**src/rtl/clock_div_pkg.sv**
```systemverilog
// Shared constants and the default high-time rule for the multi-channel clock divider.
package clock_div_pkg;

    localparam int DEF_WIDTH = 16;
    localparam int DEF_DIV   = 10000;
    localparam int MAX_CH    = 16;
    localparam int MAX_WIDTH = 32;

    // Default high time: half the divisor, odd divisors give the spare cycle to the low phase.
    function automatic logic [MAX_WIDTH-1:0] hi_of(input logic [MAX_WIDTH-1:0] div);
        return div >> 1;
    endfunction

endpackage

```
**src/rtl/clock_div_ch.sv**
```systemverilog
// One divider channel: period counter, active/pending divisor (and high time when
// CLK_DIV_DUTY_EN is defined), registered clk_out/tick/pend.
module clock_div_ch
    import clock_div_pkg::*;
#(
    parameter int WIDTH       = DEF_WIDTH,
    parameter int DEFAULT_DIV = DEF_DIV
) (
    input  logic             clk,
    input  logic             rst,
    input  logic             en,
    input  logic             cfg_we,
    input  logic [WIDTH-1:0] cfg_div,
`ifdef CLK_DIV_DUTY_EN
    input  logic [WIDTH-1:0] cfg_hi,
`endif
    output logic             clk_out,
    output logic             tick,
    output logic             pend
);

    localparam logic [WIDTH-1:0] ONE     = WIDTH'(1);
    localparam logic [WIDTH-1:0] DIV_RST = WIDTH'(DEFAULT_DIV);
    localparam logic [WIDTH-1:0] HI_RST  = WIDTH'(hi_of(MAX_WIDTH'(DEFAULT_DIV)));

    logic [WIDTH-1:0] div_a;
    logic [WIDTH-1:0] div_n;
    logic [WIDTH-1:0] div_eff;
    logic [WIDTH-1:0] hi_eff;
    logic [WIDTH-1:0] hi_run;
    logic [WIDTH-1:0] cnt_p0;
    logic [WIDTH-1:0] k_next;
    logic [WIDTH-1:0] d_next;
    logic [WIDTH-1:0] h_next;
    logic             vld_p0;
    logic             run_p0;
    logic             pend_r;
    logic             clk_out_p1;
    logic             tick_p1;
    logic             boundary;
    logic             apply;
    logic             cont;
    logic             start;
    logic             go;
`ifdef CLK_DIV_DUTY_EN
    logic [WIDTH-1:0] hi_a;
    logic [WIDTH-1:0] hi_n;
`endif

    function automatic logic in_high(input logic [WIDTH-1:0] k,
                                     input logic [WIDTH-1:0] h,
                                     input logic [WIDTH-1:0] d);
        return ({1'b0, k} + {1'b0, h}) >= {1'b0, d};
    endfunction

    always_comb begin
        boundary = run_p0 && (cnt_p0 >= div_a - ONE);
        // Pending values land at a period boundary, or at once while the channel is idle.
        apply    = pend_r && (boundary || !en || (div_a == '0));
        div_eff  = apply ? div_n : div_a;
`ifdef CLK_DIV_DUTY_EN
        hi_eff   = apply ? hi_n : hi_a;
        hi_run   = hi_a;
`else
        hi_eff   = WIDTH'(hi_of(MAX_WIDTH'(div_eff)));
        hi_run   = WIDTH'(hi_of(MAX_WIDTH'(div_a)));
`endif
        cont     = vld_p0 && run_p0 && !boundary;
        start    = vld_p0 && !cont && (div_eff != '0);
        go       = cont || start;
        k_next   = '0;
        d_next   = div_eff;
        h_next   = hi_eff;
        if (cont) begin
            k_next = cnt_p0 + ONE;
            d_next = div_a;
            h_next = hi_run;
        end
    end

    // p0: registered enable and period index; p1: output flops for the index being shown
    always_ff @(posedge clk) begin
        if (!rst) begin
            vld_p0     <= 1'b0;
            run_p0     <= 1'b0;
            cnt_p0     <= '0;
            clk_out_p1 <= 1'b0;
            tick_p1    <= 1'b0;
            pend_r     <= 1'b0;
            div_a      <= DIV_RST;
            div_n      <= DIV_RST;
`ifdef CLK_DIV_DUTY_EN
            hi_a       <= HI_RST;
            hi_n       <= HI_RST;
`endif
        end else begin
            vld_p0     <= en;
            run_p0     <= go;
            cnt_p0     <= go ? k_next : '0;
            clk_out_p1 <= go && in_high(k_next, h_next, d_next);
            tick_p1    <= go && (k_next == d_next - ONE);
            if (apply) begin
                div_a  <= div_n;
`ifdef CLK_DIV_DUTY_EN
                hi_a   <= hi_n;
`endif
                pend_r <= 1'b0;
            end
            // A write in the apply cycle stays pending for the following boundary.
            if (cfg_we) begin
                div_n  <= cfg_div;
`ifdef CLK_DIV_DUTY_EN
                hi_n   <= cfg_hi;
`endif
                pend_r <= 1'b1;
            end
        end
    end

    assign clk_out = clk_out_p1;
    assign tick    = tick_p1;
    assign pend    = pend_r;

`ifndef CLK_DIV_DUTY_EN
    logic unused_hi_rst;
    assign unused_hi_rst = ^HI_RST;
`endif

endmodule

```
**src/rtl/clock_divide_multi.sv**
```systemverilog
// NUM_CH independent clock-divider channels sharing one config write port.
// CLK_DIV_DUTY_EN adds the cfg_hi port for a programmable high time.
module clock_divide_multi
    import clock_div_pkg::*;
#(
    parameter int NUM_CH      = 2,
    parameter int WIDTH       = DEF_WIDTH,
    parameter int DEFAULT_DIV = DEF_DIV,
    localparam int CH_W       = (NUM_CH > 1) ? $clog2(NUM_CH) : 1
) (
    input  logic              clk,
    input  logic              rst,
    input  logic [NUM_CH-1:0] en,
    input  logic              cfg_we,
    input  logic [CH_W-1:0]   cfg_ch,
    input  logic [WIDTH-1:0]  cfg_div,
`ifdef CLK_DIV_DUTY_EN
    input  logic [WIDTH-1:0]  cfg_hi,
`endif
    output logic [NUM_CH-1:0] clk_out,
    output logic [NUM_CH-1:0] tick,
    output logic [NUM_CH-1:0] pend
);

    logic [NUM_CH-1:0] ch_we;

    for (genvar i = 0; i < NUM_CH; i++) begin : g_ch
        // Channel numbers at or above NUM_CH match no instance, so such writes vanish.
        assign ch_we[i] = cfg_we && (cfg_ch == CH_W'(i));

        clock_div_ch #(
            .WIDTH       (WIDTH),
            .DEFAULT_DIV (DEFAULT_DIV)
        ) u_ch (
            .clk     (clk),
            .rst     (rst),
            .en      (en[i]),
            .cfg_we  (ch_we[i]),
            .cfg_div (cfg_div),
`ifdef CLK_DIV_DUTY_EN
            .cfg_hi  (cfg_hi),
`endif
            .clk_out (clk_out[i]),
            .tick    (tick[i]),
            .pend    (pend[i])
        );
    end

endmodule

```
**config.mk**
```make
export PLATFORM = sky130hd
export DESIGN_NAME = clock_divide_multi
export DESIGN_NICKNAME = d
export VERILOG_FILES = /design/src/rtl/clock_div_pkg.sv /design/src/rtl/clock_div_ch.sv /design/src/rtl/clock_divide_multi.sv
export SDC_FILE = /design/constraint.sdc
export NUM_CORES = 1
export LEC_CHECK = 0
export BUFFER_PORTS_ARGS = -buffer_cell sky130_fd_sc_hd__buf_2
export CAP_MARGIN = 20
export CORE_AREA = 3 3 160 162
export CTS_CLUSTER_SIZE = 16
export DETAILED_ROUTE_END_ITERATION = 12
export DIE_AREA = 0 0 163 165
export GPL_TIMING_DRIVEN = 0
export HOLD_SLACK_MARGIN = 0.06
export PLACE_DENSITY_LB_ADDON = 0.3
export SLEW_MARGIN = 20
export SYNTH_ARGS = -nofsm -noshare
export SYNTH_HDL_FRONTEND = slang
export SYNTH_SLANG_ARGS = --single-unit
export TNS_END_PERCENT = 30
```
**constraint.sdc**
```tcl
create_clock -name clk -period 7.9 [get_ports clk]
set_input_delay 0.79 -clock clk [delete_from_list [all_inputs] [get_ports clk]]
set_output_delay 0.79 -clock clk [all_outputs]
set_load 0.005 [all_outputs]
```
## After elaboration in Yosys (flattened, before gate mapping)

Index checks and enable logic that the tools add are counted.

| storage, ports and cells | value |
|---|---|
| register bits | 106 |
| input port bits | 22 |
| word-level logic and storage cells | 81 |

| operators by class | value |
|---|---|
| add/subtract/negate cells | 8 |
| $lt $le $gt $ge | 4 |
| eq/ne operators | 2 |
| multiplexer cells | 12 |
| bitwise logic cells | 1 |
| reductions and logical operators | 38 |

Operators with widths:

| cell | count |
|---|---|
| $mux 16 | 6 |
| $sub 16x1->16 const B | 4 |
| $add 16x15->17 | 2 |
| $ge 17x16->1 | 2 |
| $add 16x1->16 const B | 2 |
| $eq 16x16->1 | 2 |
| $ge 16x16->1 | 2 |
| $logic_not 16->1 | 2 |
| $reduce_bool 16->1 | 2 |
| $mux 15 | 2 |
| $logic_and 1x1->1 | 18 |
| $logic_not 1->1 | 6 |
| $logic_or 1x1->1 | 6 |
| $mux 1 | 4 |
| $reduce_and 2->1 | 2 |
| $reduce_bool 2->1 | 2 |
| $not 1->1 | 1 |

## Depth between registers and ports, before layout

| logic depth | value |
|---|---|
| word-level depth | 11 |
| gate-level depth with buffers | 36 |
| gate-level depth less buffers | 34 |

## Cells and area by module

From an unflattened synthesis, not the netlist that was laid out.

| unflattened totals | value |
|---|---|
| cell total of the unflattened synthesis | 1227 |
| area total of the unflattened synthesis | 9873.2 um^2 |

Modules (own cells, without submodules):

| module | instances | cells an instance | area an instance (um^2) | sequential area each (um^2) |
|---|---|---|---|---|
| clock_div_ch (g_ch[1].u_ch) | 1 | 601 | 5044.8 | 1061.0 |
| clock_div_ch (g_ch[0].u_ch) | 1 | 624 | 4812.1 | 1061.0 |
| clock_divide_multi | 1 | 2 | 16.3 | 0.0 |

## Worst setup path after synthesis

No wires, ideal clock.

| path | value |
|---|---|
| path type | flip-flop to flip-flop |
| start | register g_ch[1].u_ch.div_a[9] |
| end | register g_ch[1].u_ch.clk_out_p1 |
| setup time | 124 ps |
| arrival | 6925 ps |
| required time | 7776 ps |
| path slack | 851 ps |
| cell stages (with the launch flop) | 33 |
| period minus slack after synthesis | 7049 ps |
| cells stage by stage | dfxtp_1 > buf_6 > or4_4 > or3_4 > or4_1 > xor2_1 > ha_1 > and4_1 > nand2_1 > a2111oi_2 > nor3_1 > nand2_1 > clkbuf_1 > clkbuf_1 > nor2_1 > ha_1 > inv_1 > fa_1 > nor2b_1 > o21ai_0 > a21boi_0 > o21a_1 > o211ai_1 > a21oi_1 > o311ai_0 > a21oi_1 > a21oi_1 > xnor2_1 > ha_1 > a2111oi_0 > nand3_1 > a31oi_1 > o32ai_1 |

| on the way | value |
|---|---|
| elaborated cells on any way between the ends | 21 |
| those cells by class | add/sub (2); order compare (2); mux (4); reduce/logical (13) |

RTL lines:

| what | line | text |
|---|---|---|
| start, declared | clock_div_ch.sv:26 | `logic [WIDTH-1:0] div_a;` |
| start signal, assigned | clock_div_ch.sv:103 | `div_a <= div_n;` |
| $sub 16x1->16 | clock_div_ch.sv:57 | `boundary = run_p0 && (cnt_p0 >= div_a - ONE);` |
| $ge 16x16->1 | clock_div_ch.sv:57 |  |
| $logic_and 1x1->1 | clock_div_ch.sv:57 |  |
| $logic_not 1->1 | clock_div_ch.sv:68 | `cont = vld_p0 && run_p0 && !boundary;` |
| $logic_and 1x1->1 | clock_div_ch.sv:68 |  |
| $mux 16 | clock_div_ch.sv:74 | `if (cont) begin` |
| via g_ch[1].u_ch.k_next[0] | clock_div_ch.sv:32 | `logic [WIDTH-1:0] k_next;` |
| $add 16x15->17 | clock_div_ch.sv:53 | `return ({1'b0, k} + {1'b0, h}) >= {1'b0, d};` |
| $ge 17x16->1 | clock_div_ch.sv:53 |  |
| $logic_and 1x1->1 | clock_div_ch.sv:100 | `clk_out_p1 <= go && in_high(k_next, h_next, d_next);` |
| end signal, assigned | clock_div_ch.sv:100 |  |
| end, declared | clock_div_ch.sv:38 | `logic clk_out_p1;` |

The timed path passes the listed nets, and every way through them passes these cells.
A chain may end at the register's enable or synchronous reset.

## Worst setup path after layout

| path | value |
|---|---|
| start | register g_ch[1].u_ch.div_a[8] |
| end | register g_ch[1].u_ch.clk_out_p1 |

| on the way | value |
|---|---|
| cells in the longest elaborated chain, start to end | 11 |
| elaborated cells on any way between the ends | 21 |
| those cells by class | add/sub (2); order compare (2); mux (4); reduce/logical (13) |

Ends and longest elaborated chain:

| what | line | text |
|---|---|---|
| $sub 16x1->16 | clock_div_ch.sv:57 |  |
| $ge 16x16->1 | clock_div_ch.sv:57 |  |
| $logic_and 1x1->1 | clock_div_ch.sv:57 |  |
| $logic_or 1x1->1 (2 in a row) | clock_div_ch.sv:59 | `apply = pend_r && (boundary \|\| !en \|\| (div_a == '0));` |
| $logic_and 1x1->1 | clock_div_ch.sv:59 |  |
| $mux 16 | n/a |  |
| $mux 15 or $reduce_bool 16->1 (tied branches) | clock_div_ch.sv:74, clock_div_ch.sv:69 |  |
| $add 16x15->17 or $logic_and 1x1->1 (tied branches) | clock_div_ch.sv:53, clock_div_ch.sv:69 |  |
| $ge 17x16->1 or $logic_or 1x1->1 (tied branches) | clock_div_ch.sv:53, clock_div_ch.sv:70 |  |
| $logic_and 1x1->1 * | clock_div_ch.sv:100 |  |

Every way passes the cells marked *; elsewhere a longest branch is shown, timed or not.

==> flow_summary.json <==
{
  "start_util": 0.399,
  "r2r-end": "g_ch[1].u_ch.clk_out",
  "cp_common_cell": "ha_1",
  "async_flop_share": 0,
  "reg2reg_slack_ns": 0.37,
  "synth_edf_count": 0,
  "cts.clk_slew.worst_paths_ns": 0.08,
  "grtUsageTotal": 0.209,
  "gp_congestion": 0.935,
  "critPathRequiredTime_ns": 8.18,
  "synth_top_cell_by_area": "dfxtp_1",
  "drtIter0Drc": 612,
  "timing.hold.ws_ns": 0.507,
  "setup_ws_ns": 0.373,
  "cts_max_path_buffers": 2,
  "grt_pass1_vias": 8331,
  "seqCellArea_um2": 2120,
  "wl_per_cell_um": 17.2,
  "ant_nets": 0,
  "syn_to_final_growth_pct": 11.1,
  "synth_nets": 1370,
  "drv_slew": 0,
  "p_leak_uw": 0.00464,
  "worst_hold_path.endpoint": "g_ch[1].u_ch.div_n[14]",
  "core_area_um2": 24200,
  "vias": 9135,
  "cp_data_arrival_time_ns": 7.81,
  "tritoncts": "yes",
  "clock-skew-final_ns": 0.0112,
  "worstSetupEndpointType": "register",
  "synth_compound_area_frac": 0.164,
  "crit_fanout": 8,
  "fmax_mhz": 133,
  "setup_violations": 0,
  "ctsHtreeMaxLevel": 3,
  "grt_pass1_wl_mm": 44.9,
  "fp-row-count": 57,
  "clkSinkCount": 106,
  "synth.most_common_cell": "nand2_1",
  "dp_hpwl_mm": 22.5,
  "hold_viol": 0,
  "nNetsFinal": 1413,
  "synthSimpleGateAreaFrac": 0.266,
  "synthXorXnorAreaFrac": 0.101,
  "synth_fa_ha_area_frac": 0.133,
  "fin_crit_ns": 7.53,
  "cts-root-buf": "clkbuf_16",
  "hp-class": "register to register",
  "max_slew_margin": 0.331,
  "powerDensity_nw_per_um2": 111,
  "ios": 28,
  "min_from": "g_ch[1].u_ch.div_n[14]",
  "maxCapViolCount": 0,
  "hold_depth": 2,
  "ys_top_cells_by_area": "dfxtp_1 22%, ha_1 13%, xnor2_1 6.9%",
  "synth_area_per_cell_um2": 7.76,
  "synth.distinct_cells": 79,
  "finalCritPeriodShare": 0.953,
  "layout-drive-gt1-share": 0.0889,
  "dr.pass1.iters": 5,
  "ir_drop_mv": 0.0805,
  "ys_ff_latch": 106,
  "r2r_cells": 33,
  "startpoint_type": "register",
  "overflow": 0,
  "die_h_um": 165,
  "synth_mux_area_frac": 0.0627,
  "synth.top_cells.by_count": "148 x nand2_1, 106 x dfxtp_1, 100 x ha_1, 91 x nor2_1, 76 x xnor2_1",
  "syn_inst": 1246,
  "insertion_delay_ns": 0.37,
  "fp.dieArea_um2": 26900,
  "pre_cts_ws_ns": -0.684,
  "drc": 0,
  "synth_top_family_by_area": "simple AND/OR/NAND/NOR gates",
  "via_per_inst": 5.65,
  "netlist_area_um2": 9670,
  "synth_top_area_frac": 0.219,
  "finalPower_uw": 1190,
  "worstReg2RegStart": "g_ch[1].u_ch.div_a[8]",
  "path_class": "register to register",
  "yosysSeqAreaShare": 0.219,
  "cts_made_buffers": 9,
  "antenna_cells": 0,
  "crit_slowest_cell": "or4_1",
  "status": "complete, no violations",
  "fin_setup_tns_ns": 0,
  "yosys_warnings": 0,
  "critPathMaxStageDelay_ns": 0.50,
  "die_x_um": 163,
  "antenna_found_initial": 0,
  "worst_slew_pin_slew_ns": 0.999,
  "wirelength_mm": 27.9,
  "io_buffers": 27,
  "grt_max_degree": 20,
  "cts_hold_repair.buffers": 0,
  "multi_input_area_um2": 7190,
  "fillCellCount": 2445,
  "ys.flop_type": "dfxtp_1"
}
## power breakdown
part,internal (µW),switching [µW],total [µW]
clock,252,236,488
sequential,546,16.7,562
combinational,56.5,85.8,142
## worst max-delay path: cells and delay by family (launching register included)
family	cells	cell delay [ns]
adders and majority gates	3	0.90
DFF	1	0.31
buffers and inverters	4	0.63
and+or+nand+nor	10	2.54
AOI/OAI and AO/OA	14	2.71
xor gates and xnor gates	2	0.34
## state kept, by name (all words and copies together) (netlist names)
name	flops
g_ch.u_ch.clk_out	2
g_ch.u_ch.pend	2
g_ch.u_ch.vld_p0	2
g_ch.u_ch.cnt_p0	32
g_ch.u_ch.div_n	32
g_ch.u_ch.div_a	32
g_ch.u_ch.tick	2
g_ch.u_ch.run_p0	2
## metal layers
metal	part of all wire	GRT usage
met1	0.51	0.328
met2	0.41	0.301
met3	0.060	0.0203
met4	0.016	0.0561
met5	0	0
## cell families after synthesis
group                    count (synthesis)
adder cells (fa/ha/maj)                102
flip-flops                             106
AND/OR/NAND/NOR                        512
AO/OA/AOI/OAI                          230
buffers and inverters                  126
multiplexers                            60
XOR/XNOR                               110
## layout by cell type, fill, tap and decap left out, types with 6 or more instances in the layout
cell	count
nand2_1	147
dfxtp_1	106
ha_1	100
nor2_1	89
xnor2_1	76
inv_1	66
mux2i_1	57
a21oi_1	47
nor3_1	46
nand3_1	38
o21ai_0	36
nor2b_1	36
clkbuf_1	33
xor2_1	33
buf_2	31
and2_1	29
a21boi_0	25
or3_1	18
nand4_1	18
o211ai_1	17
buf_4	16
nor4_1	15
o21a_1	14
and3_1	12
a211oi_1	11
nand2b_1	11
o31ai_1	11
a21o_1	9
or4_1	9
clkbuf_16	9
a31oi_1	7
and4_1	6
a211o_1	6
## how the worst max path moves through the flow
| stage | slack, ns | depth (start not counted) | from | to |
|---|---|---|---|---|
| CTS | 0.02 | 31 | g_ch[1].u_ch.div_a[8] | g_ch[1].u_ch.clk_out |
| floorplan | 0.85 | 32 | g_ch[1].u_ch.div_a[9] | g_ch[1].u_ch.clk_out |
| detailed placement | -0.68 | 34 | g_ch[1].u_ch.div_a[2] | g_ch[1].u_ch.clk_out |
| finish | 0.37 | 33 | g_ch[1].u_ch.div_a[8] | g_ch[1].u_ch.clk_out |
| global route | -0.02 | 34 | g_ch[0].u_ch.div_a[0] | g_ch[0].u_ch.clk_out |
| global placement | -0.71 | 34 | g_ch[1].u_ch.div_a[2] | g_ch[1].u_ch.clk_out |
## area by class of cell
cell class,instances,share of cell area
buffer,55,0.0249
clock buffer,9,0.0210
sequential,106,0.198
multi-input combinational,1014,0.669
inverter,67,0.0234
clock inverter,7,0.00780
timing repair buffer,36,0.0189
tap,324,0.0377
## repair_timing
item / in CTS / in global routing
setup buffers: 1 / 8
endpoints found under the setup margin: 2 / 2
resized for setup: 8 / 37
pin swaps: 1 / 6
## stage by stage
| stage | utilization | instances | instance area [µm²] |
|---|---|---|---|
| detailed placement | 0.421 | 1597 | 10200 |
| CTS | 0.436 | 1612 | 10600 |
| global placement | 0.421 | 1597 | 10200 |
| finish | 0.443 | 1618 | 10700 |
| global route | 0.443 | 1618 | 10700 |
| floorplan | - | 1246 | 9670 |
(Power assumes the default switching activity.)
